===== config.mk =====
export PLATFORM = sky130hd
export DESIGN_NAME = jt10_dac_ser
export DESIGN_NICKNAME = d
export VERILOG_FILES = /design/src/rtl/jt10_dac_ser.sv
export SDC_FILE = /design/constraint.sdc
export NUM_CORES = 1
export LEC_CHECK = 0
export BUFFER_PORTS_ARGS = -buffer_cell sky130_fd_sc_hd__buf_2
export CAP_MARGIN = 20
export CELL_PAD_IN_SITES_DETAIL_PLACEMENT = 0
export CELL_PAD_IN_SITES_GLOBAL_PLACEMENT = 1
export CORE_MARGIN = 8
export CORE_UTILIZATION = 47
export DETAILED_ROUTE_END_ITERATION = 7
export PLACE_DENSITY_LB_ADDON = 0.1
export SLEW_MARGIN = 20
export SYNTH_ARGS = -nofsm -noshare
export SYNTH_HDL_FRONTEND = slang
export SYNTH_SLANG_ARGS = --single-unit

===== constraint.sdc =====
create_clock -name clk -period 2.74 [get_ports clk]
set_clock_uncertainty 0.05 [all_clocks]
set_input_delay 0.274 -clock clk [delete_from_list [all_inputs] [get_ports clk]]
set_output_delay 0.274 -clock clk [all_outputs]
set_load 0.02 [all_outputs]

===== src/rtl/jt10_dac_ser.sv =====
// jt10_dac_ser: latches the stereo mix on the accumulator zero strobe, converts each
// channel to YM3016 float (10-bit mantissa, 3-bit exponent) and shifts it out LSB-first.
module jt10_dac_ser #(
  parameter int PADBITS = 3
) (
  input  logic        clk,
  input  logic        rst_n,
  input  logic        clk_en,
  input  logic        zero,
  input  logic [15:0] left,
  input  logic [15:0] right,
  output logic        bck,
  output logic        so,
  output logic        sh1,
  output logic        sh2,
  output logic        busy,
  output logic        ovr
);

  typedef enum logic [1:0] {
    ST_IDLE  = 2'd0,
    ST_LEFT  = 2'd1,
    ST_RIGHT = 2'd2
  } state_t;

  state_t      state_q, state_d;
  logic [5:0]  cnt_q, cnt_d;
  logic [15:0] hold_l_q, hold_l_d;
  logic [15:0] hold_r_q, hold_r_d;
  logic [15:0] word_l_q, word_l_d;
  logic [15:0] word_r_q, word_r_d;
  logic        pend_q, pend_d;
  logic        ovr_q, ovr_d;
  logic        busy_q, busy_d;
  logic        bck_q, bck_d;
  logic        so_q, so_d;
  logic        sh1_q, sh1_d;
  logic        sh2_q, sh2_d;
  logic        load_s;
  logic [3:0]  bit_idx_s;

  // Smallest shift that makes the sample fit 10-bit signed; exponent is shift + 1.
  function automatic logic [15:0] to_float(input logic [15:0] x);
    logic [15:0] shifted;
    logic [2:0]  s;
    logic [9:0]  mant;
    s = 3'd6;
    for (int i = 6; i >= 0; i--) begin
      shifted = $signed(x) >>> i;
      s = (shifted[15:9] == {7{shifted[9]}}) ? 3'(i) : s;
    end
    shifted = $signed(x) >>> s;
    mant    = shifted[9:0];
    return 16'({s + 3'd1, mant}) << PADBITS;
  endfunction

  assign bit_idx_s = cnt_q[4:1];

  // Next-state: frame sequencing, sample capture and registered serial outputs.
  always_comb begin
    state_d  = state_q;
    cnt_d    = cnt_q;
    hold_l_d = hold_l_q;
    hold_r_d = hold_r_q;
    word_l_d = word_l_q;
    word_r_d = word_r_q;
    pend_d   = pend_q;
    ovr_d    = ovr_q;
    load_s   = 1'b0;

    case (state_q)
      ST_IDLE: begin
        cnt_d = 6'd0;
        if (pend_q) begin
          state_d = ST_LEFT;
          load_s  = 1'b1;
        end else begin
          state_d = ST_IDLE;
        end
      end
      ST_LEFT: begin
        cnt_d = cnt_q + 6'd1;
        if (cnt_q == 6'd31) begin
          state_d = ST_RIGHT;
        end else begin
          state_d = ST_LEFT;
        end
      end
      ST_RIGHT: begin
        cnt_d = cnt_q + 6'd1;
        if (cnt_q == 6'd63) begin
          state_d = ST_LEFT;
          load_s  = pend_q;
        end else begin
          state_d = ST_RIGHT;
        end
      end
      default: begin
        state_d = ST_IDLE;
        cnt_d   = 6'd0;
      end
    endcase

    // Without a pending sample the previous words simply repeat.
    if (load_s) begin
      word_l_d = to_float(hold_l_q);
      word_r_d = to_float(hold_r_q);
    end else begin
      word_l_d = word_l_q;
      word_r_d = word_r_q;
    end

    // A capture on the reload tick wins over the clear: it becomes next frame's sample.
    if (zero) begin
      hold_l_d = left;
      hold_r_d = right;
      pend_d   = 1'b1;
      ovr_d    = ovr_q | pend_q;
    end else begin
      pend_d   = pend_q & ~load_s;
    end

    busy_d = (state_d != ST_IDLE);

    if (state_q == ST_IDLE) begin
      bck_d = 1'b0;
      so_d  = 1'b0;
      sh1_d = 1'b0;
      sh2_d = 1'b0;
    end else begin
      bck_d = cnt_q[0];
      if (cnt_q[0]) begin
        so_d = so_q;
      end else if (cnt_q[5]) begin
        so_d = word_r_q[bit_idx_s];
      end else begin
        so_d = word_l_q[bit_idx_s];
      end
      sh1_d = (cnt_q[5:1] == 5'd15);
      sh2_d = (cnt_q[5:1] == 5'd31);
    end
  end

  // State registers, advancing only on clk_en.
  always_ff @(posedge clk or negedge rst_n) begin
    if (!rst_n) begin
      state_q  <= ST_IDLE;
      cnt_q    <= 6'd0;
      hold_l_q <= 16'd0;
      hold_r_q <= 16'd0;
      word_l_q <= 16'd0;
      word_r_q <= 16'd0;
      pend_q   <= 1'b0;
      ovr_q    <= 1'b0;
      busy_q   <= 1'b0;
      bck_q    <= 1'b0;
      so_q     <= 1'b0;
      sh1_q    <= 1'b0;
      sh2_q    <= 1'b0;
    end else if (clk_en) begin
      state_q  <= state_d;
      cnt_q    <= cnt_d;
      hold_l_q <= hold_l_d;
      hold_r_q <= hold_r_d;
      word_l_q <= word_l_d;
      word_r_q <= word_r_d;
      pend_q   <= pend_d;
      ovr_q    <= ovr_d;
      busy_q   <= busy_d;
      bck_q    <= bck_d;
      so_q     <= so_d;
      sh1_q    <= sh1_d;
      sh2_q    <= sh2_d;
    end
  end

  assign bck  = bck_q;
  assign so   = so_q;
  assign sh1  = sh1_q;
  assign sh2  = sh2_q;
  assign busy = busy_q;
  assign ovr  = ovr_q;

endmodule

* Word level (Yosys, flattened, before mapping) *
Index checks and enable logic that the tools add are counted.

word-level totals
  output and inout port bits = 6
  bits in registers = 73
  logic and storage cells = 78

operators by class
  equal/unequal tests = 19
  add/sub/neg operators = 3
  $lt $le $gt $ge = 1
  mux-type cells = 31
  reduce and logical (&&, ||, !) cells = 6
  shift operators = 2
  bitwise gates (word level) = 3

operator list
  operator                                                                       number
  6-bit equality test                                                            12
  16-bit by 3-bit >>> shifter with 10-bit output                                 2
  3-bit 2-to-1 mux                                                               8
  1-bit 2-to-1 mux                                                               12
  2-bit 2-to-1 mux                                                               6
  1-bit binary-select mux with 4-bit select                                      2
  3-bit by 1-bit adder with 3-bit output (second input constant)                 2
  6-bit by 1-bit adder with 6-bit output (second input constant)                 1
  6-bit by 5-bit equality test with 1-bit output (second input constant)         1
  6-bit equality test (second input constant)                                    1
  6-bit 2-to-1 mux                                                               1
  2-bit one-hot mux with 3 select lines                                          1
  2-bit AND reduction                                                            3
  5-bit by 4-bit equality test with 1-bit output (second input constant)         1
  5-bit equality test (second input constant)                                    1
  4-bit by 5-bit less-than comparator with 1-bit output (second input constant)  1
  2-bit by 1-bit equality test with 1-bit output (second input constant)         1
  2-bit equality test (second input constant)                                    1
  2-bit zero test                                                                1
  2-bit by 1-bit != test with 1-bit output (second input constant)               1
  1-bit one-hot mux with 2 select lines                                          1
  2-bit nonzero test                                                             1
  2-bit OR reduction                                                             1
  1-bit bitwise AND                                                              1
  2 further kinds                                                                2

* Logic depth before layout (Yosys ltp) *
Gate-level depths: netlist of run 1.

  word-level depth = 8
  depth in mapped cells = 10
  gate-level depth less buffers = 8

* Worst setup path after synthesis of run 1 *
No wires, ideal clock.

  path type = reg2reg
  from = register hold_r_q[14]
  to = register word_r_q[6]
  arrival time = 1.836 ns
  path buffers = 2
  path slack = 0.724 ns
  cell stages (with the launch flop) = 9
  library setup time = 0.130 ns
  data required time = 2.560 ns
  cells stage by stage = dfrtp_1 > buf_2 > nor4_2 > nand2_1 > o221ai_2 > buf_4 > mux2_1 > o2111ai_1 > nand3_1

on the way
  longest elaborated chain between the ends = 8
  elaborated cells on any way between the ends = 13
  classes of those cells = 6 x eq/ne; 1 x shift; 6 x mux

ends and longest elaborated chain
  element                                           line  source
  start: declaration                                29    logic [15:0] hold_r_q, hold_r_d;
  start signal: assignment                          164   hold_r_q <= hold_r_d;
  6-bit equality test                               50    s = (shifted[15:9] == {7{shifted[9]}}) ? 3'(i) : s;
  2-bit 2-to-1 mux (2 in series)                    50
  3-bit 2-to-1 mux (4 in series)                    50
  16-bit by 3-bit >>> shifter with 10-bit output *  52    shifted = $signed(x) >>> s;
  end signal: assignment                            166   word_r_q <= word_r_d;
  end: declaration                                  31    logic [15:0] word_r_q, word_r_d;

Mark *: on every way between the ends. The rest lies on a longest branch, timed or not.
A chain may end at the register's enable or synchronous reset.

* Worst setup path in the final report of run 1 *
  from = register hold_l_q[12]
  to = register word_l_q[7]

on the way
  longest elaborated chain between the ends = 6
  elaborated cells on any way between the ends = 9
  classes of those cells = 4 x eq/ne; 1 x shift; 4 x mux

ends and longest elaborated chain
  element                                           line  source
  start: declaration                                28    logic [15:0] hold_l_q, hold_l_d;
  start signal: assignment                          163   hold_l_q <= hold_l_d;
  6-bit equality test                               50
  3-bit 2-to-1 mux (4 in series)                    50
  16-bit by 3-bit >>> shifter with 10-bit output *  52
  end signal: assignment                            165   word_l_q <= word_l_d;
  end: declaration                                  30    logic [15:0] word_l_q, word_l_d;

Marks and branches as above.

==> results of run 1 <==
## worst min-delay path by stage
stage	from	to	slack, ps	cells past startpoint
floorplan	rst_n	bck	-70	0
finish	rst_n	so	-5	1
CTS	rst_n	bck	50	1
detailed placement	ovr	ovr	410	1
global route	rst_n	so	80	1
global placement	ovr	ovr	390	1
## layout make-up
type	instances	share of cell area (%)
repair buffers	48	5.446
inverters	15	1.178
multi-input cells	298	48.55
clock buffers	9	2.592
clock inverters	7	1.100
flip-flops and latches	73	38.23
well taps	111	2.907
## logic make-up after synthesis
family	count (synthesis)
DFF	73
muxes	84
and+or+nand+nor	106
buffers and inverters	43
xor gates and xnor gates	3
AOI/OAI and AO/OA	98
adders and majority gates	7
## flip-flops by register name (all words and copies together), names as in the netlist
register / count
bck: 1
busy: 1
cnt_q: 6
hold_l_q: 16
hold_r_q: 16
ovr: 1
pend_q: 1
sh1: 1
sh2: 1
so: 1
state_q: 2
word_l_q: 13
word_r_q: 13
## metrics by stage
| stage | power (mW) | setup WS [ps] | area [um^2] | utilization (%) |
|---|---|---|---|---|
| 3_3_place_gp | 3.148 | 458.3 | 4602 | 50.52 |
| 3_5_place_dp | 3.184 | 423.8 | 4602 | 50.52 |
| 5_1_grt | 4.233 | 152.0 | 4778 | 52.46 |
| 6_report | 3.916 | 392.5 | 4778 | 52.46 |
| 4_1_cts | 3.964 | 398.0 | 4778 | 52.46 |
| 2_1_floorplan | 2.812 | 723.9 | 4348 | - |
## power breakdown
group	switching (mW)	total (mW)	internal [mW]	leakage, nW
registers	0.282	1.66	1.38	0.885
logic	0.755	1.48	0.726	1.18
clock network	0.434	0.770	0.337	0.0904
total	1.47	3.92	2.44	2.15
## metal layers
layer,vias to the layer above,track usage [%],wire (um)
li1,1584,-,-
met1,1583,21.67,4549
met2,51,24.61,4334
met3,4,4.187,320
met4,0,4.496,53
met5,-,0,0
## critical path, cell delays in order (launching register included)
cell and delay (ps):
dfrtp_1 570, nor2_1 140, and3b_4 220, o22ai_4 200
nand2_4 210, mux2_4 370, o211a_1 210, a221o_1 260
## placed cells by master (no fill, tap or decap), drive strengths merged, types with 8 or more instances in the layout
| cell type | instances |
|---|---|
| dfrtp | 73 |
| nand2 | 57 |
| buf | 48 |
| mux2 | 39 |
| mux2i | 37 |
| o21ai | 29 |
| nor2 | 17 |
| inv | 17 |
| a21oi | 12 |
| nand3 | 10 |
| clkbuf | 9 |
| mux4 | 8 |
==> metrics, run 1 <==
clk sinks 73; Synth top area share 42.01%; end point of the critical path word_l_q[7]; Critical Path RT 2920 ps; sequential area share after synthesis 42.01%; final hold violations 6; Synth area leaders dfrtp_1, mux2_2, mux2i_1; Unique masters post-synth 69; R2R cell count 7; Initial Util 47.73%; area leader, netlist dfrtp_1; r2r endpoint word_l_q[7]; H-Tree Depth 3; Final Max Slew Viols 0; Yosys reg bits 73; worst slew pin tran 926.2 ps; Multi-input gate area 0.002320 mm^2; most common cell in the netlist dfrtp_1; multiplexer area fraction after synthesis 22.85%; XOR/XNOR share of the synthesized area 0.6043%; Layout Cells excl Fill 561; Arr. time, crit path 2530 ps; flop2flop setup slack 390 ps; Synth Area in Compound Gates 16.35%; Setup TNS Final 0 ps; CTS tree done; PostCTS Resize Cnt 0; Pleak 2.153 nW; endpoint type of the worst setup path flip-flop; RSZ-0062 raised after global routing false; Die W 112.2 um; root buffer cell clkbuf_8; Final #Nets 488; Post-CTS Setup Bufs 0; Core ar. 0.009109 mm^2; Site Rows 35; Worst VDD drop 295.3 uV; Post-synth ARST share 100.0%; WL/cell 16.50 um; Vias/cell 5.743; synthesized area 0.004348 mm^2; Pre-antenna DRT Iters 4; Post-Syn Nets 457; HPWL Detailed 6729 um; antenna violations before repair 0; crit path from hold_l_q[12]; clk slew on worst S/H paths 90 ps; adder-cell share of the synthesized area 2.014%; worst skew pair latency 350 ps; layout cells sized above 1 28.22%; period utilisation layout 85.67%; Die Height 112.2 um; I/O Buffers 41; dominant synthesized flop cell dfrtp_1; Clock Path Buffers 2; IO Count 42; Ys Warns 0; vias 3222; remaining antenna violation count 0; Synth top cells by count dfrtp_1, nand2_1, mux2i_1; initial DRC count 206; max_cap viols 0; pin count of the biggest net entering global routing 74; routability cong. 0.7877; GRT Overall Usage 15.99%; Worst setup SP type flip-flop; global-route wire length before repair 16660 um; Crit Path Max Fanout 18; Tmin final 2347 ps; final WL 9257 um; Synth Area in Simple Gates 11.54%; crit path kind flip-flop to flip-flop; Antenna Cells 0; vias in the first global route 3345; PwrDens 819.5 mW/mm^2; Layout area overhead 9.899%; status finished, violations left; Fillers 852; Reg area 0.001827 mm^2; largest family of logic cells by synthesized area multiplexers; full die area 0.01258 mm^2; Mapped Avg Cell Area 10.50 um^2; f_max 426.0 MHz; Setup-failing EPs final 0; worst hold path type input port to async pin; Post-synth EDFFs 0; Slew headroom 38.25%; Final Hold Slack -4.777 ps; RR Startpoint hold_l_q[12]; number of CTS-inserted buffers 9; violations in the final reports hold timing; placed cell count 545; # hold bufs at CTS 0; grt ovf 0; Synth Instances 414; residual DRC count 0
(Power assumes the default switching activity.)
==> run 2, diff against run 1 <==
ABC_AREA = 1   (was default)
CORE_UTILIZATION = 44   (was 47)
==> run 2 against run 1 <==
The flow now finishes without violations. Synthesized cell count rose by 40%. Total power rose by 4.5%. Cell count rose by 34%. Die area rose by 5.1%. Combinational power rose by 3%.
==> metrics, run 2 <==
Final #Nets 659; worst slew pin tran 933.8 ps; root buffer cell clkbuf_8; sequential area share after synthesis 42.37%; Synth Instances 581; Post-synth ARST share 100.0%; PostCTS Resize Cnt 0; IO Count 42; # hold bufs at CTS 0; Post-CTS Setup Bufs 0; Vias/cell 5.223; Ys Warns 0; GRT Overall Usage 17.69%; Mapped Avg Cell Area 7.421 um^2; I/O Buffers 41; Pleak 2.471 nW; Worst setup SP type flip-flop; pin count of the biggest net entering global routing 74; most common cell after layout, fill and taps aside nand2_1; full die area 0.01322 mm^2; Arr. time, crit path 2420 ps; Setup TNS Final 0 ps; vias in the first global route 3770; Tmin final 2215 ps; status complete, no violations; H-Tree Depth 3; worst skew pair latency 360 ps; Core ar. 0.009639 mm^2; antenna violations before repair 0; Unique masters post-synth 27; Die W 115.0 um; residual DRC count 0; final hold violations 0; dominant synthesized flop cell dfrtp_1; Final Hold Slack 71.17 ps; most common cell in the netlist nand2_1; Synth top cells by count nand2_1, nand3_1, dfrtp_1; final non-filler cell area 0.004846 mm^2; Crit Path Max Fanout 13; Site Rows 36; Pre-antenna DRT Iters 5; remaining antenna violation count 0; vias 3938; area leader, netlist dfrtp_1; Antenna Cells 0; Die Height 115.0 um; grt ovf 0; WL/cell 14.29 um; Setup-failing EPs final 0; f_max 451.5 MHz; PwrDens 844.4 mW/mm^2; Largest regs hold_l_q x16, hold_r_q x16; max_cap viols 0; period utilisation layout 80.84%; Clock Path Buffers 2; Yosys reg bits 73; worst hold path type input port to async pin; Synth top area share 42.37%; global-route wire length before repair 18570 um; layout cells sized above 1 16.26%; Layout area overhead 12.39%; clk sinks 73; Post-Place Cell Area 0.004617 mm^2; RSZ-0062 raised after global routing false; HPWL Detailed 7784 um; Final Max Slew Viols 0; Initial Util 44.73%; Slew headroom 37.75%; number of CTS-inserted buffers 9; Synth area leaders dfrtp_1, nand2_1, nand3_1; CTS tree done; initial DRC count 323; routability cong. 0.8369; crit path kind flip-flop to flip-flop; endpoint type of the worst setup path flip-flop; synthesized area 0.004312 mm^2; clk slew on worst S/H paths 80 ps; final WL 10780 um; Worst VDD drop 444.2 uV; Critical Path RT 2940 ps; commonest non-fill, non-tap cells in the layout nand2_1, nand3_1, dfrtp_1, buf_2, nor2_1; Post-Syn Nets 624; Post-synth EDFFs 0
## run 2: cell type report
class / instances / area [um^2]
inverter: 41 / 153.9
clock inverter: 5 / 77.57
sequential: 73 / 1827
timing repair buffer: 50 / 272.8
tap: 133 / 166.4
clock buffer: 11 / 151.4
multi-input combinational: 441 / 2197
fill: 1018 / 4793
## run 2: metal layers
metal	vias up	global-route usage, %	share of wire (%)
li1	1997	-	-
met1	1834	24.29	50
met2	97	26.31	44
met3	10	5.462	5.7
met4	0	4.729	0.86
met5	-	0	0
## run 2: kinds of logic after synthesis
group	synth area share [%]
DFF	42.37
AOI/OAI and AO/OA	7.806
buffers and inverters	6.732
xor gates and xnor gates	0.4063
and+or+nand+nor	35.69
adders and majority gates	2.031
muxes	4.962
## run 2: report_power, final
group	internal (mW)	leakage, nW	switching (mW)	total (mW)
clock network	0.559	0.115	0.416	0.975
registers	1.37	0.873	0.223	1.59
logic	0.553	1.48	0.971	1.52
total	2.48	2.47	1.61	4.09
## run 2: path summary, 6_finish.rpt
kind	from	end	slack [ps]	depth (start not counted)
min in group clk	left[7]	hold_l_q[7]	90	2
max	hold_l_q[15]	word_l_q[15]	530	9
min	rst_n	ovr	70	2
max in group asynchronous	rst_n	hold_l_q[12]	1950	2
max reg2reg	hold_l_q[15]	word_l_q[15]	530	9
min reg2reg	word_l_q[14]	word_l_q[14]	430	2
## run 2: per-stage QoR
| stage | util [%] | total power, mW | cells | setup WS (ps) |
|---|---|---|---|---|
| global placement | 47.90 | 3.128 | 738 | 611.6 |
| detailed placement | 47.90 | 3.140 | 738 | 555.5 |
| finish | 50.27 | 4.092 | 754 | 525.1 |
| CTS | 50.27 | 4.138 | 754 | 532.0 |
| global route | 50.27 | 4.457 | 754 | 315.0 |
| floorplan | - | 2.745 | 581 | 925.6 |
## run 2: worst max-delay path, cell delays in order (launching register included)
cell     delay, ps
dfrtp_1        420
nand2_1        120
nor2_2         140
inv_1           90
nand2_1        350
o21ai_2        130
inv_1          330
ha_1           250
xor2_1         130
o21ai_0        100
==> run 3, diff against run 2 <==
ABC_AREA = 0   (was 1)
CORE_UTILIZATION = 43   (was 44)
clock period = 2 ns   (was 2.74 ns; I/O delays follow)
==> run 3 against run 2 <==
The run now ends with setup timing left. Non-clock buffer count is 62 higher. Largest cell class unchanged. Combinational power is 80% higher. Sequential share of layout area is 4.9 points lower.
==> metrics, run 3 (synthesis results as in run 1) <==
final worst slack -32.15 ps; HPWL Detailed 7689 um; met1 GRT Util 22.60%; WP depth 7; internal power 4.087 mW; root buffer cell clkbuf_8; full die area 0.01359 mm^2; sw frac 34.94%; IO Count 42; worst path bufs/invs 0; Critical-path top delay cell dfrtp_2; residual DRC count 0; Vias/cell 5.347; number of CTS-inserted buffers 9; remaining antenna violation count 0; Clock Path Buffers 2; Arr. time, crit path 2200 ps; worst slew pin tran 598.8 ps; Reg power frac 35.9%; Die Height 116.6 um; Overall Power 6.282 mW; GRT Overall Usage 16.01%; I/O Buffers 41; routability cong. 0.8219; R2R cell count 7; final WL 10530 um; layout cells sized above 1 45.63%; max_cap viols 0; f_max 492.1 MHz; global-route wire length before repair 17210 um; pin count of the biggest net entering global routing 47; r2r endpoint word_l_q[7]; RR Startpoint hold_l_q[10]; final hold violations 0; Site Rows 36; period utilisation layout 101.6%; status finished, violations left; delay-heaviest family, CP compound AO/OA/AOI/OAI gates; Slew headroom 60.08%; Antenna Cells 0; violations in the final reports setup timing; crit path from hold_l_q[10]; worst skew pair latency 350 ps; Tmin final 2032 ps; Final Max Slew Viols 0; Crit Path Max Fanout 6; worst hold path type input port to flip-flop; placed cell count 617; RSZ-0062 raised after global routing true; CTS tree done; layer with the highest usage met2; Critical Path RT 2170 ps; Crit path largest cell delay 460 ps; Final #Nets 553; end point of the critical path word_l_q[7]; Fillers 870; met2 Track Usage GR 24.38%; antenna violations before repair 0; PwrDens 1117 mW/mm^2; Clock power frac 20.5%; crit path kind flip-flop to flip-flop; vias in the first global route 3442; Setup TNS Final -68.98 ps; Layout area overhead 29.29%; Initial Util 44.48%; Critical Path, Cell by Cell nor2b_4, o21bai_2, o2bb2ai_4, nand2_4, mux2_4, o211a_1, a221o_1; Pre-antenna DRT Iters 4; switching pwr 2.195 mW; Layout Cells excl Fill 648; Setup-failing EPs final 5; flop2flop setup slack -30 ps; initial DRC count 175; Worst setup SP type flip-flop; Combinational Power Share 43.6%; clk slew on worst S/H paths 80 ps; grt ovf 0; Core ar. 0.009774 mm^2; Largest regs hold_l_q x16, hold_r_q x16; endpoint type of the worst setup path flip-flop; commonest non-fill, non-tap cells in the layout dfrtp_1, buf_4, nand2_1, buf_2, mux2_2; vias 3465; Worst VDD drop 462.5 uV; Die W 116.6 um; WL/cell 16.25 um; met3 Track Usage GR 3.051%; clk sinks 73; Pleak 2.512 nW; H-Tree Depth 3
-- run 3: worst min-delay path by stage --
stage                   end  startpoint  slack, ps  depth (start not counted)
4_1_cts        hold_r_q[10]   right[10]         10                          2
3_3_place_gp   word_l_q[12]       rst_n        200                          1
6_report        hold_l_q[6]     left[6]         30                          2
3_5_place_dp   word_l_q[12]       rst_n        200                          1
5_1_grt         hold_l_q[6]     left[6]         10                          2
2_1_floorplan           bck       rst_n       -150                          0
-- run 3: layout make-up --
type / count / area (um^2) / share of cell area [%]
Timing Repair Buffer: 112 / 789.5 / 14.04
Inverter: 15 / 56.30 / 1.002
Clock buffer: 11 / 141.4 / 2.515
Multi-Input combinational cell: 299 / 2547 / 45.31
Tap cell: 133 / 166.4 / 2.960
Clock inverter: 5 / 78.83 / 1.402
Sequential cell: 73 / 1842 / 32.76
-- run 3: routing by layer --
metal  vias to the layer above  part of all wire, %
li1                       1710                    -
met1                      1695                   50
met2                        49                   46
met3                        11                  3.0
met4                         0                  1.1
met5                         -                    0
-- run 3: power by group through the flow --
stage	logic (mW)	registers (mW)	clock network (mW)
2_1_floorplan	1.73	2.13	0
3_3_place_gp	2.40	2.22	0
3_5_place_dp	2.43	2.24	0
4_1_cts	2.54	2.22	1.34
5_1_grt	2.98	2.32	1.37
6_report	2.74	2.25	1.29
-- run 3: what timing repair did --
item,in CTS,in global routing
pin swaps,7,14
resized for setup,19,52
endpoints found under the setup margin,15,24
hold buffers,1,0
setup buffers,5,8
gates cloned,1,0
hold endpoints to repair,43,0
-- run 3: worst reg2reg max path, delay by kind of cell (launching register included) --
family | cells | cell delay, ps
AOI/OAI and AO/OA | 4 | 810
DFF | 1 | 460
and+or+nand+nor | 2 | 250
muxes | 1 | 330
-- run 3: per-stage QoR --
step	util (%)	setup slack, ps	area (um^2)	hold slack (ps)
detailed placement	51.38	-63.83	5022	199.6
floorplan	-	7.809	4357	-145.6
global route	57.51	-140.8	5622	12.91
global placement	51.38	-60.99	5022	195.8
CTS	54.71	-50.04	5348	12.65
finish	57.51	-32.15	5622	26.90
